`config.mk`:
```
export PLATFORM = sky130hd
export DESIGN_NAME = uart_seq_tester
export DESIGN_NICKNAME = d
export VERILOG_FILES = /design/src/rtl/uart_seq_tester.sv
export SDC_FILE = /design/constraint.sdc
export NUM_CORES = 1
export LEC_CHECK = 0
export CAP_MARGIN = 20
export CORE_AREA = 2 2 106 108
export DETAILED_ROUTE_END_ITERATION = 7
export DIE_AREA = 0 0 108 110
export PLACE_DENSITY_LB_ADDON = 0.25
export REMOVE_ABC_BUFFERS = 1
export SKIP_CTS_REPAIR_TIMING = 1
export SYNTH_ARGS = -nofsm -noshare
export SYNTH_HDL_FRONTEND = slang
export SYNTH_SLANG_ARGS = --single-unit
```
`constraint.sdc`:
```
create_clock -name clk -period 5.8 [get_ports clk]
set_input_delay 1.16 -clock clk [delete_from_list [all_inputs] [get_ports clk]]
set_output_delay 1.16 -clock clk [all_outputs]
set_load 0.005 [all_outputs]
```
`src/rtl/uart_seq_tester.sv`:
```
// One-shot UART exerciser: programs the divisor, transmits a byte, waits for the interrupt,
// injects a serial frame on sin, reads IIR/RX/STATUS back and reports per-check error flags.
module uart_seq_tester #(
  parameter int DATA_W       = 8,
  parameter int SETUP_CLKS   = 1,
  parameter int WR_STRB_CLKS = 5,
  parameter int RD_STRB_CLKS = 11,
  parameter int RD_SMPL_CLKS = 9,
  parameter int HOLD_CLKS    = 1,
  parameter int GAP_CLKS     = 7,
  parameter int START_CLKS   = 3,
  parameter int BIT_CLKS     = 6,
  parameter int STOP_CLKS    = 10,
  parameter int INT_TIMEOUT  = 60
) (
  input  logic        clk,
  input  logic        rst,
  input  logic        start,
  input  logic        abort,
  input  logic [15:0] div_val,
  input  logic [7:0]  xmit_val,
  input  logic [7:0]  ser_val,
  input  logic [7:0]  datout,
  input  logic        uart_int,
  input  logic        sout,
  output logic [2:0]  addr,
  output logic        cs,
  output logic        nrw,
  output logic [7:0]  datin,
  output logic        sin,
  output logic        busy,
  output logic        done,
  output logic        pass,
  output logic        err_timeout,
  output logic        err_tx,
  output logic        err_data,
  output logic        err_status
);

  function automatic int max2(input int a, input int b);
    return (a > b) ? a : b;
  endfunction

  localparam int MAXC = max2(max2(max2(SETUP_CLKS, WR_STRB_CLKS), max2(RD_STRB_CLKS, HOLD_CLKS)),
                             max2(max2(GAP_CLKS, START_CLKS), max2(max2(BIT_CLKS, STOP_CLKS), INT_TIMEOUT)));
  localparam int CW = $clog2(MAXC + 1);

  typedef enum logic [3:0] {
    S_IDLE, S_WR_DLL, S_WR_DLM, S_WR_TX, S_WAIT_INT, S_SER_START, S_SER_DATA,
    S_SER_STOP, S_RD_IIR, S_RD_RX, S_RD_STAT, S_FIN
  } state_t;

  typedef enum logic [1:0] {P_SETUP, P_STROBE, P_HOLD, P_GAP} phase_t;

  state_t         state_q, state_d, bus_next;
  phase_t         ph_q, ph_d;
  logic [CW-1:0]  cnt_q, cnt_d, ph_last;
  logic [2:0]     bit_q, bit_d;
  logic           is_wr, is_rd, ph_done, seen_q;
  logic [15:0]    div_q;
  logic [7:0]     xmit_q, ser_q, rd_q;

  assign is_wr   = state_q inside {S_WR_DLL, S_WR_DLM, S_WR_TX};
  assign is_rd   = state_q inside {S_RD_IIR, S_RD_RX, S_RD_STAT};
  assign ph_done = (cnt_q == ph_last);

  always_comb begin
    ph_last = CW'(SETUP_CLKS - 1);
    case (ph_q)
      P_SETUP:  ph_last = CW'(SETUP_CLKS - 1);
      P_STROBE: ph_last = is_rd ? CW'(RD_STRB_CLKS - 1) : CW'(WR_STRB_CLKS - 1);
      P_HOLD:   ph_last = CW'(HOLD_CLKS - 1);
      P_GAP:    ph_last = CW'(GAP_CLKS - 1);
      default:  ph_last = CW'(SETUP_CLKS - 1);
    endcase
  end

  always_comb begin
    bus_next = S_FIN;
    case (state_q)
      S_WR_DLL: bus_next = S_WR_DLM;
      S_WR_DLM: bus_next = S_WR_TX;
      S_WR_TX:  bus_next = S_WAIT_INT;
      S_RD_IIR: bus_next = S_RD_RX;
      S_RD_RX:  bus_next = S_RD_STAT;
      default:  bus_next = S_FIN;
    endcase
  end

  always_ff @(posedge clk or negedge rst) begin
    if (!rst) begin
      state_q <= S_IDLE;
      ph_q    <= P_SETUP;
      cnt_q   <= '0;
      bit_q   <= '0;
    end else begin
      state_q <= state_d;
      ph_q    <= ph_d;
      cnt_q   <= cnt_d;
      bit_q   <= bit_d;
    end
  end

  always_comb begin
    state_d = state_q;
    ph_d    = ph_q;
    cnt_d   = cnt_q + CW'(1);
    bit_d   = bit_q;
    if (state_q != S_IDLE && abort) begin
      state_d = S_IDLE;
      ph_d    = P_SETUP;
      cnt_d   = '0;
      bit_d   = '0;
    end else begin
      case (state_q)
        S_IDLE: begin
          cnt_d = '0;
          if (start) begin
            state_d = S_WR_DLL;
            ph_d    = P_SETUP;
            bit_d   = '0;
          end
        end
        S_WAIT_INT:
          if (uart_int || cnt_q == CW'(INT_TIMEOUT - 1)) begin
            state_d = S_SER_START;
            cnt_d   = '0;
          end
        S_SER_START:
          if (cnt_q == CW'(START_CLKS - 1)) begin
            state_d = S_SER_DATA;
            cnt_d   = '0;
            bit_d   = '0;
          end
        S_SER_DATA:
          if (cnt_q == CW'(BIT_CLKS - 1)) begin
            cnt_d = '0;
            if (bit_q == 3'(DATA_W - 1)) state_d = S_SER_STOP;
            else                         bit_d   = bit_q + 3'd1;
          end
        S_SER_STOP:
          if (cnt_q == CW'(STOP_CLKS - 1)) begin
            state_d = S_RD_IIR;
            ph_d    = P_SETUP;
            cnt_d   = '0;
          end
        S_FIN: begin
          state_d = S_IDLE;
          cnt_d   = '0;
        end
        default:
          if (ph_done) begin
            cnt_d = '0;
            if (ph_q == P_GAP) begin
              state_d = bus_next;
              ph_d    = P_SETUP;
            end else begin
              ph_d = phase_t'(ph_q + 2'd1);
            end
          end
      endcase
    end
  end

  // Bus pins are pure decodes of state/phase so reset forces the idle levels asynchronously.
  always_comb begin
    addr  = 3'd0;
    cs    = 1'b1;
    nrw   = 1'b0;
    datin = 8'h00;
    sin   = 1'b1;
    case (state_q)
      S_WR_DLL:    begin addr = 3'd0; datin = div_q[7:0];  end
      S_WR_DLM:    begin addr = 3'd1; datin = div_q[15:8]; end
      S_WR_TX:     begin addr = 3'd4; datin = xmit_q;      end
      S_RD_IIR:    addr = 3'd7;
      S_RD_RX:     addr = 3'd5;
      S_RD_STAT:   addr = 3'd6;
      S_SER_START: sin = 1'b0;
      S_SER_DATA:  sin = ser_q[bit_q];
      default:     ;
    endcase
    if (is_wr || is_rd) begin
      cs  = (ph_q != P_STROBE);
      nrw = is_wr && (ph_q == P_SETUP || ph_q == P_STROBE);
    end
  end

  always_ff @(posedge clk or negedge rst) begin
    if (!rst) begin
      busy        <= 1'b0;
      done        <= 1'b0;
      pass        <= 1'b0;
      err_timeout <= 1'b0;
      err_tx      <= 1'b0;
      err_data    <= 1'b0;
      err_status  <= 1'b0;
      seen_q      <= 1'b0;
      rd_q        <= 8'h00;
      div_q       <= 16'h0000;
      xmit_q      <= 8'h00;
      ser_q       <= 8'h00;
    end else if (state_q == S_IDLE) begin
      if (start) begin
        busy        <= 1'b1;
        done        <= 1'b0;
        pass        <= 1'b0;
        err_timeout <= 1'b0;
        err_tx      <= 1'b0;
        err_data    <= 1'b0;
        err_status  <= 1'b0;
        div_q       <= div_val;
        xmit_q      <= xmit_val;
        ser_q       <= ser_val;
      end
    end else if (abort) begin
      busy <= 1'b0;
    end else begin
      if (is_rd && ph_q == P_STROBE && cnt_q == CW'(RD_SMPL_CLKS - 1))
        rd_q <= datout;
      // Checks run on the first hold clock, after the sample has landed in rd_q.
      if (ph_q == P_HOLD && cnt_q == '0) begin
        if (state_q == S_RD_RX)   err_data   <= (rd_q[DATA_W-1:0] != ser_q[DATA_W-1:0]);
        if (state_q == S_RD_STAT) err_status <= (rd_q != 8'h00);
      end
      if (state_q == S_WR_DLM && state_d == S_WR_TX)
        seen_q <= 1'b0;
      else if ((state_q == S_WR_TX || state_q == S_WAIT_INT) && !sout)
        seen_q <= 1'b1;
      if (state_q == S_WAIT_INT && state_d != S_WAIT_INT) begin
        err_tx <= !seen_q && sout;
        if (!uart_int) err_timeout <= 1'b1;
      end
      if (state_q == S_RD_STAT && state_d == S_FIN) begin
        busy <= 1'b0;
        done <= 1'b1;
        pass <= !(err_timeout | err_tx | err_data | err_status);
      end
    end
  end

endmodule
```
# Word-level counts from Yosys, hierarchy flattened
# Index checks and enable logic that the tools add are counted.
# op_classes
mul,0
n_lt_le_gt_ge,1
reduce_logical,47
add_sub_neg,3
eq_ne,35
muxes,67
shifts,0
div_mod_pow,0
bitwise,5
# op_table
op,count
$mux 4,10
$mux 6,6
$mux 1,31
$pmux 6 s5,1
$pmux 4 s6,1
$pmux 8 s3,1
$eq 4x4->1 const B,5
$pmux 4 s5,1
$pmux 6 s3,1
$eq 4x3->1 const B,4
$reduce_and 4->1,4
$mux 3,5
$ne 3x3->1 const B,5
$pmux 3 s5,1
$eq 4x2->1 const B,3
$eq 6x4->1 const B,2
$reduce_and 3->1,4
$reduce_bool 2->1,6
$reduce_bool 4->1,3
$logic_and 1x1->1,10
$mux 2,5
$pmux 3 s3,1
$reduce_bool 3->1,3
$ne 2x1->1 const B,4
other kinds (30),41
# word_totals
reg_bits,63
rom_bits,0
in_bits,46
latchBits,0
mem_bits_rw,0
memories,0
word_cells,174
out_inout_bits,21

# Logic depth before layout (Yosys ltp)
# Gate-level depths: netlist of run 1.
# logic_depth
ltp_word,13
depth_mapped,9
ltp_nobuf,9

# Worst setup path after synthesis of run 1
# No wires, ideal clock.
# synth_path
path_type,register -> output
from,register state_q[0]
to,output datin[0]
slack_ps,3069
path_buffers,2
path_stages_with_launch,6
required_ps,4640
arrival_ps,1571
path_cell_list,dfrtp_1 > clkbuf_1 > clkbuf_1 > mux2_2 > a22oi_1 > nor2_1
# synth_between
elab_chain_len,2
elab_cells_between_ends,4
classes_between,eq/ne (3); mux (1)
# synth_rtl
item,line,source
from (decl),55,"state_t state_q, state_d, bus_next;"
from (signal assigned),97,state_q <= state_d;
$eq 4x2->1 or $eq 4x1->1 (tied branches),172,case (state_q)
$pmux 8 s3 *,172,
to (decl),29,"output logic [7:0] datin,"
# Every way passes the cells marked *; elsewhere a longest branch is shown, timed or not.

# Worst setup path in the final report of run 1
# layout_path
from,register state_q[0]
to,output datin[3]
# The elaborated chain is that of the path after synthesis.

==> results of run 1 <==
==> layout make-up <==
cell class,instances,area [um2],area share
clock buffers,10,138,0.0298
clock inverters,6,42.5,0.00921
inverters,12,45.0,0.00976
multi-input cells,333,1960,0.425
flip-flops and latches,63,1580,0.341
well taps,140,175,0.0379
repair buffers,69,678,0.147
==> sequential cells by signal (all words and copies together) (netlist names) <==
signal / flops
seen_q: 1
bit_q: 3
err_status: 1
err_tx: 1
done: 1
pass: 1
state_q: 4
ser_q: 8
busy: 1
err_data: 1
cnt_q: 6
xmit_q: 8
rd_q: 8
div_q: 16
ph_q: 2
err_timeout: 1
==> through the flow <==
| stage | std cells | area (um2) | util |
|---|---|---|---|
| floorplan | 408 | 3580 | - |
| global placement | 617 | 4440 | 0.415 |
| detailed placement | 617 | 4440 | 0.415 |
| CTS | 633 | 4620 | 0.432 |
| global route | 633 | 4620 | 0.432 |
| finish | 633 | 4620 | 0.432 |
==> final timing paths <==
path / from / cells past startpoint / end
max reg2reg: state_q[0] / 7 / pass
max: state_q[0] / 5 / datin[3]
min in group asynchronous: rst / 2 / div_q[5]
min: xmit_q[5] / 2 / xmit_q[5]
max in group asynchronous: rst / 2 / ph_q[1]
min reg2reg: xmit_q[5] / 2 / xmit_q[5]
==> cell families after synthesis <==
group,share of synthesized area
mux,0.0766
flops,0.429
simple gates,0.264
compound gates,0.120
buf+inv,0.0374
fa+ha+maj,0.0374
xor+xnor,0.0357
==> synth_stat cells (4+ instances only) <==
cell and number:
ha_1 11, clkbuf_1 16, nor2_1 43, a21oi_1 16
o22ai_1 4, inv_1 11, nand2_1 120, nor3_1 9
a22oi_1 8, xnor2_1 12, mux2_2 17, nand4_1 6
nand3_1 7, dfrtp_1 63, o21ai_0 11, nand2b_1 4
nor2b_1 6, nor4_1 6
==> worst max-delay path, stage by stage, from the launching register on <==
cell and delay, ps:
dfrtp_1 990, inv_1 280, nor2_1 770, a22oi_1 200
nor2_1 160, clkdlybuf4s50_1 530
==> per-layer routing <==
metal  routed length [um]  track usage
met1                 4760        0.250
met2                 4730        0.291
met3                  547       0.0294
met4                  140       0.0595
met5                    0            0
==> power breakdown <==
part	internal (uW)	switching (uW)
clock	168	191
combinational	376	422
sequential	575	146
total	1120	759
==> flow_metrics.env, run 1 <==
export IMPL_run_status="complete, no violations"
export IMPL_setup_violations_final=0
export IMPL_synth_area_leaders="dfrtp_1, nand2_1, mux2_2"
export IMPL_overall_die_area_um2=11900
export IMPL_worst_setup_path_category="flop to output port"
export IMPL_setup_tns_ps=0
export IMPL_synth_edf_count=0
export IMPL_p_per_area_nw_per_um2=407
export IMPL_wire_per_inst_um=16.1
export IMPL_cts_tree="built"
export IMPL_drive_above_1_share=0.0953
export IMPL_most_common_layout_cells="nand2_1, clkdlybuf4s50_1, dfrtp_1"
export IMPL_synth_cell_area_um2=3680
export IMPL_clk_transition_reported_paths_ps=80
export IMPL_power_leakage_uw=0.00207
export IMPL_grt_max_degree=64
export IMPL_worst_ep_required_time_ps=4640
export IMPL_area_growth_pct=25.6
export IMPL_fin_ws_ps=1380
export IMPL_num_nets_final=545
export IMPL_fmax_mhz=226
export IMPL_syn_area_per_cell_um2=8.55
export IMPL_synth_largest_area_cell="dfrtp_1"
export IMPL_hpwlAfterDp_um=7060
export IMPL_std_cell_rows=38
export IMPL_max_transition_margin=0.353
export IMPL_final_critical_period_ps=4420
export IMPL_gr_usage_all_layers=0.181
export IMPL_timing_worst_slew_pin_value_ps=971
export IMPL_drt_iter0_drcs=212
export IMPL_clock_sinks=63
export IMPL_buffers_added_on_ports=66
export IMPL_diodes=0
export IMPL_die_y_um=110
export IMPL_crit_path_start_kind="flop"
export IMPL_core_region_area_um2=10700
export IMPL_viasPerCell=5.19
export IMPL_floorplan_initialDensity=0.344
export IMPL_drtPass1Iterations=4
export IMPL_postRouteAntennaNets=0
export IMPL_synthDistinctLibCells=55
export IMPL_final_common_cell="nand2_1"
export IMPL_post_layout_total_power_uw=1880
export IMPL_fillers=1085
export IMPL_die_x_um=108
export IMPL_finalMaxSlewViolations=0
export IMPL_route_final_wire_length_um=10200
export IMPL_insertion_delay_ps=350
export IMPL_grt_antenna_before_repair=0
export IMPL_grt_pass1_wl_um=16900
export IMPL_cts_made_buffers=9
export IMPL_max_cap_violations=0
export IMPL_grt_pass1_vias=3232
export IMPL_gp_congestion=0.916
export IMPL_final_hold_violation_count=0
export IMPL_worst_clock_skew_ps=11.7
export IMPL_hold_worst_slack_ps=475
export IMPL_ffs_latches_synth=63
export IMPL_postSynthCellCount=430
export IMPL_synth_top_cell_area_share=0.429
export IMPL_ff2ff_setup_slack_ps=2560
export IMPL_ys_async_sr_fraction=1.00
export IMPL_post_route_drc_count=0
export IMPL_grt_setup_unrepaired="no"
export IMPL_synth_warning_count=0
export IMPL_cts_root_buf="clkbuf_8"
export IMPL_final_min_period_over_clock_period=0.762
export IMPL_cts_max_level=3
export IMPL_vdd_ir_drop_max_v=0.000150
export IMPL_ys_seq_area_frac=0.429
export IMPL_worst_ep_arrival_time_ps=3260
export IMPL_ioPinCount=67
export IMPL_placement_setup_slack_ps=1840
export IMPL_worstHoldPathType="flop to flop"
export IMPL_worst_setup_path_end_kind="output port"
export IMPL_highest_net_fanout_along_the_worst_path=24
export IMPL_synth_flop_cell="dfrtp_1"
export IMPL_detailroute_via_count=3288
export IMPL_grt_remaining_overflow=0
export IMPL_clock_path_buffers=2
Note: power is estimated with default switching activity, not from simulation.
==> inputs of run 2 (changes only) <==
==> constraint.sdc (replaced) <==
create_clock -name clk -period 3.6 [get_ports clk]
set_input_delay 0.72 -clock clk [delete_from_list [all_inputs] [get_ports clk]]
set_output_delay 0.72 -clock clk [all_outputs]
set_load 0.005 [all_outputs]
==> run 2 against run 1 <==
  * Setup slack got worse by 1100 ps
  * Critical path depth fell by 1
  * Hold slack got worse by 66 ps
  * Die area did not move
  * Global-route usage barely moved
  * Total power rose by 64%
  * Largest power group unchanged
==> flow_metrics.env, run 2 (synthesis results as in run 1) <==
export IMPL_drtPass1Iterations=4
export IMPL_worstHoldPathType="input port to async pin"
export IMPL_max_transition_margin=0.478
export IMPL_drt_iter0_drcs=121
export IMPL_final_min_period_over_clock_period=0.929
export IMPL_fillers=1088
export IMPL_fmax_mhz=299
export IMPL_grt_remaining_overflow=0
export IMPL_largest_register="div_q"
export IMPL_cts_tree="built"
export IMPL_final_critical_period_ps=3340
export IMPL_ff2ff_setup_slack_ps=660
export IMPL_most_common_layout_cells="nand2_1, clkdlybuf4s50_1, dfrtp_1"
export IMPL_postRouteAntennaNets=0
export IMPL_post_route_drc_count=0
export IMPL_hpwlAfterDp_um=7440
export IMPL_overall_die_area_um2=11900
export IMPL_post_dp_cell_area_um2=4510
export IMPL_worst_setup_path_category="flop to output port"
export IMPL_final_seq_area_um2=1580
export IMPL_power_leakage_uw=0.00212
export IMPL_ioPinCount=67
export IMPL_setup_tns_ps=0
export IMPL_cts_made_buffers=9
export IMPL_insertion_delay_ps=340
export IMPL_fin_ws_ps=257
export IMPL_worst_ep_arrival_time_ps=2620
export IMPL_crit_path_start_kind="flop"
export IMPL_p_per_area_nw_per_um2=655
export IMPL_number_of_flip_flops_in_the_largest_register=16
export IMPL_drive_above_1_share=0.109
export IMPL_run_status="complete, no violations"
export IMPL_final_hold_violation_count=0
export IMPL_die_y_um=110
export IMPL_clock_sinks=63
export IMPL_clock_path_buffers=2
export IMPL_r2r_end="pass"
export IMPL_placement_setup_slack_ps=674
export IMPL_critical_path_startpoint="state_q[1]"
export IMPL_max_cap_violations=0
export IMPL_finalMaxSlewViolations=0
export IMPL_worst_clock_skew_ps=16.5
export IMPL_cts_max_level=3
export IMPL_setup_violations_final=0
export IMPL_gr_usage_all_layers=0.181
export IMPL_grt_pass1_vias=3291
export IMPL_multi_input_comb_area_um2=1960
export IMPL_buffers_added_on_ports=66
export IMPL_vdd_ir_drop_max_v=0.000328
export IMPL_die_x_um=108
export IMPL_viasPerCell=5.06
export IMPL_std_cell_rows=38
export IMPL_wire_per_inst_um=15.7
export IMPL_grt_max_degree=36
export IMPL_power_share_switching=0.389
export IMPL_route_final_wire_length_um=10100
export IMPL_core_region_area_um2=10700
export IMPL_worst_ep_required_time_ps=2880
export IMPL_dp_cells=627
export IMPL_diodes=0
export IMPL_grt_pass1_wl_um=16700
export IMPL_grt_antenna_before_repair=0
export IMPL_detailroute_via_count=3251
export IMPL_regToRegStartpoint="state_q[3]"
export IMPL_power_share_combinational=0.446
export IMPL_timing_worst_slew_pin_value_ps=780
export IMPL_clk_transition_reported_paths_ps=80
export IMPL_total_switching_power_uw=1200
export IMPL_p_seq_frac=0.359
export IMPL_worstRegToRegCells=8
export IMPL_cts_root_buf="clkbuf_8"
export IMPL_highest_net_fanout_along_the_worst_path=19
export IMPL_gp_congestion=0.918
export IMPL_clkPwrFrac=0.196
export IMPL_final_cells=643
export IMPL_hold_worst_slack_ps=409
export IMPL_grt_setup_unrepaired="no"
export IMPL_worst_setup_path_end_kind="output port"
export IMPL_internal_power_consumption_uw=1880
export IMPL_final_common_cell="nand2_1"
export IMPL_final_design_area_no_fill_um2=4700
export IMPL_area_growth_pct=27.9
export IMPL_floorplan_initialDensity=0.344
export IMPL_num_nets_final=555
-- run 2: cell type report --
class / count / share of cell area
inverters: 12 / 0.00958
well taps: 140 / 0.0373
repair buffers: 79 / 0.160
clock inverters: 5 / 0.0125
multi-input cells: 333 / 0.417
clock buffers: 11 / 0.0279
flip-flops and latches: 63 / 0.335
-- run 2: layer usage --
layer  vias to the layer above  global-route usage  part of all wire
li1                       1612                   -                 -
met1                      1547               0.251              0.48
met2                        84               0.290              0.47
met3                         8              0.0388             0.043
met4                         0              0.0458             0.010
met5                         -                   0                 0
-- run 2: metrics by stage --
stage                util  power [uW]
floorplan               -        1910
global placement    0.422        2490
detailed placement  0.422        2490
CTS                 0.440        3110
global route        0.440        3330
finish              0.440        3080
-- run 2: power groups by stage --
stage | logic, uW | clock network [uW] | registers (uW)
floorplan | 814 | 0 | 1100
global placement | 1370 | 0 | 1110
detailed placement | 1370 | 0 | 1120
CTS | 1380 | 622 | 1100
global route | 1540 | 657 | 1130
finish | 1370 | 603 | 1100
-- run 2: critical path: stages (launching register included) --
cell	delay (ps)
dfrtp_1	650
nor2_1	730
a22oi_1	200
nor2_1	170
clkdlybuf4s50_1	540
-- run 2: worst max path at each step --
stage / endpoint / slack, ps
after floorplan: pass / 960
after detailed placement: datin[3] / 670
after CTS: datin[3] / 250
after global placement: pass / 690
after global routing: datin[3] / 40
final: datin[3] / 260
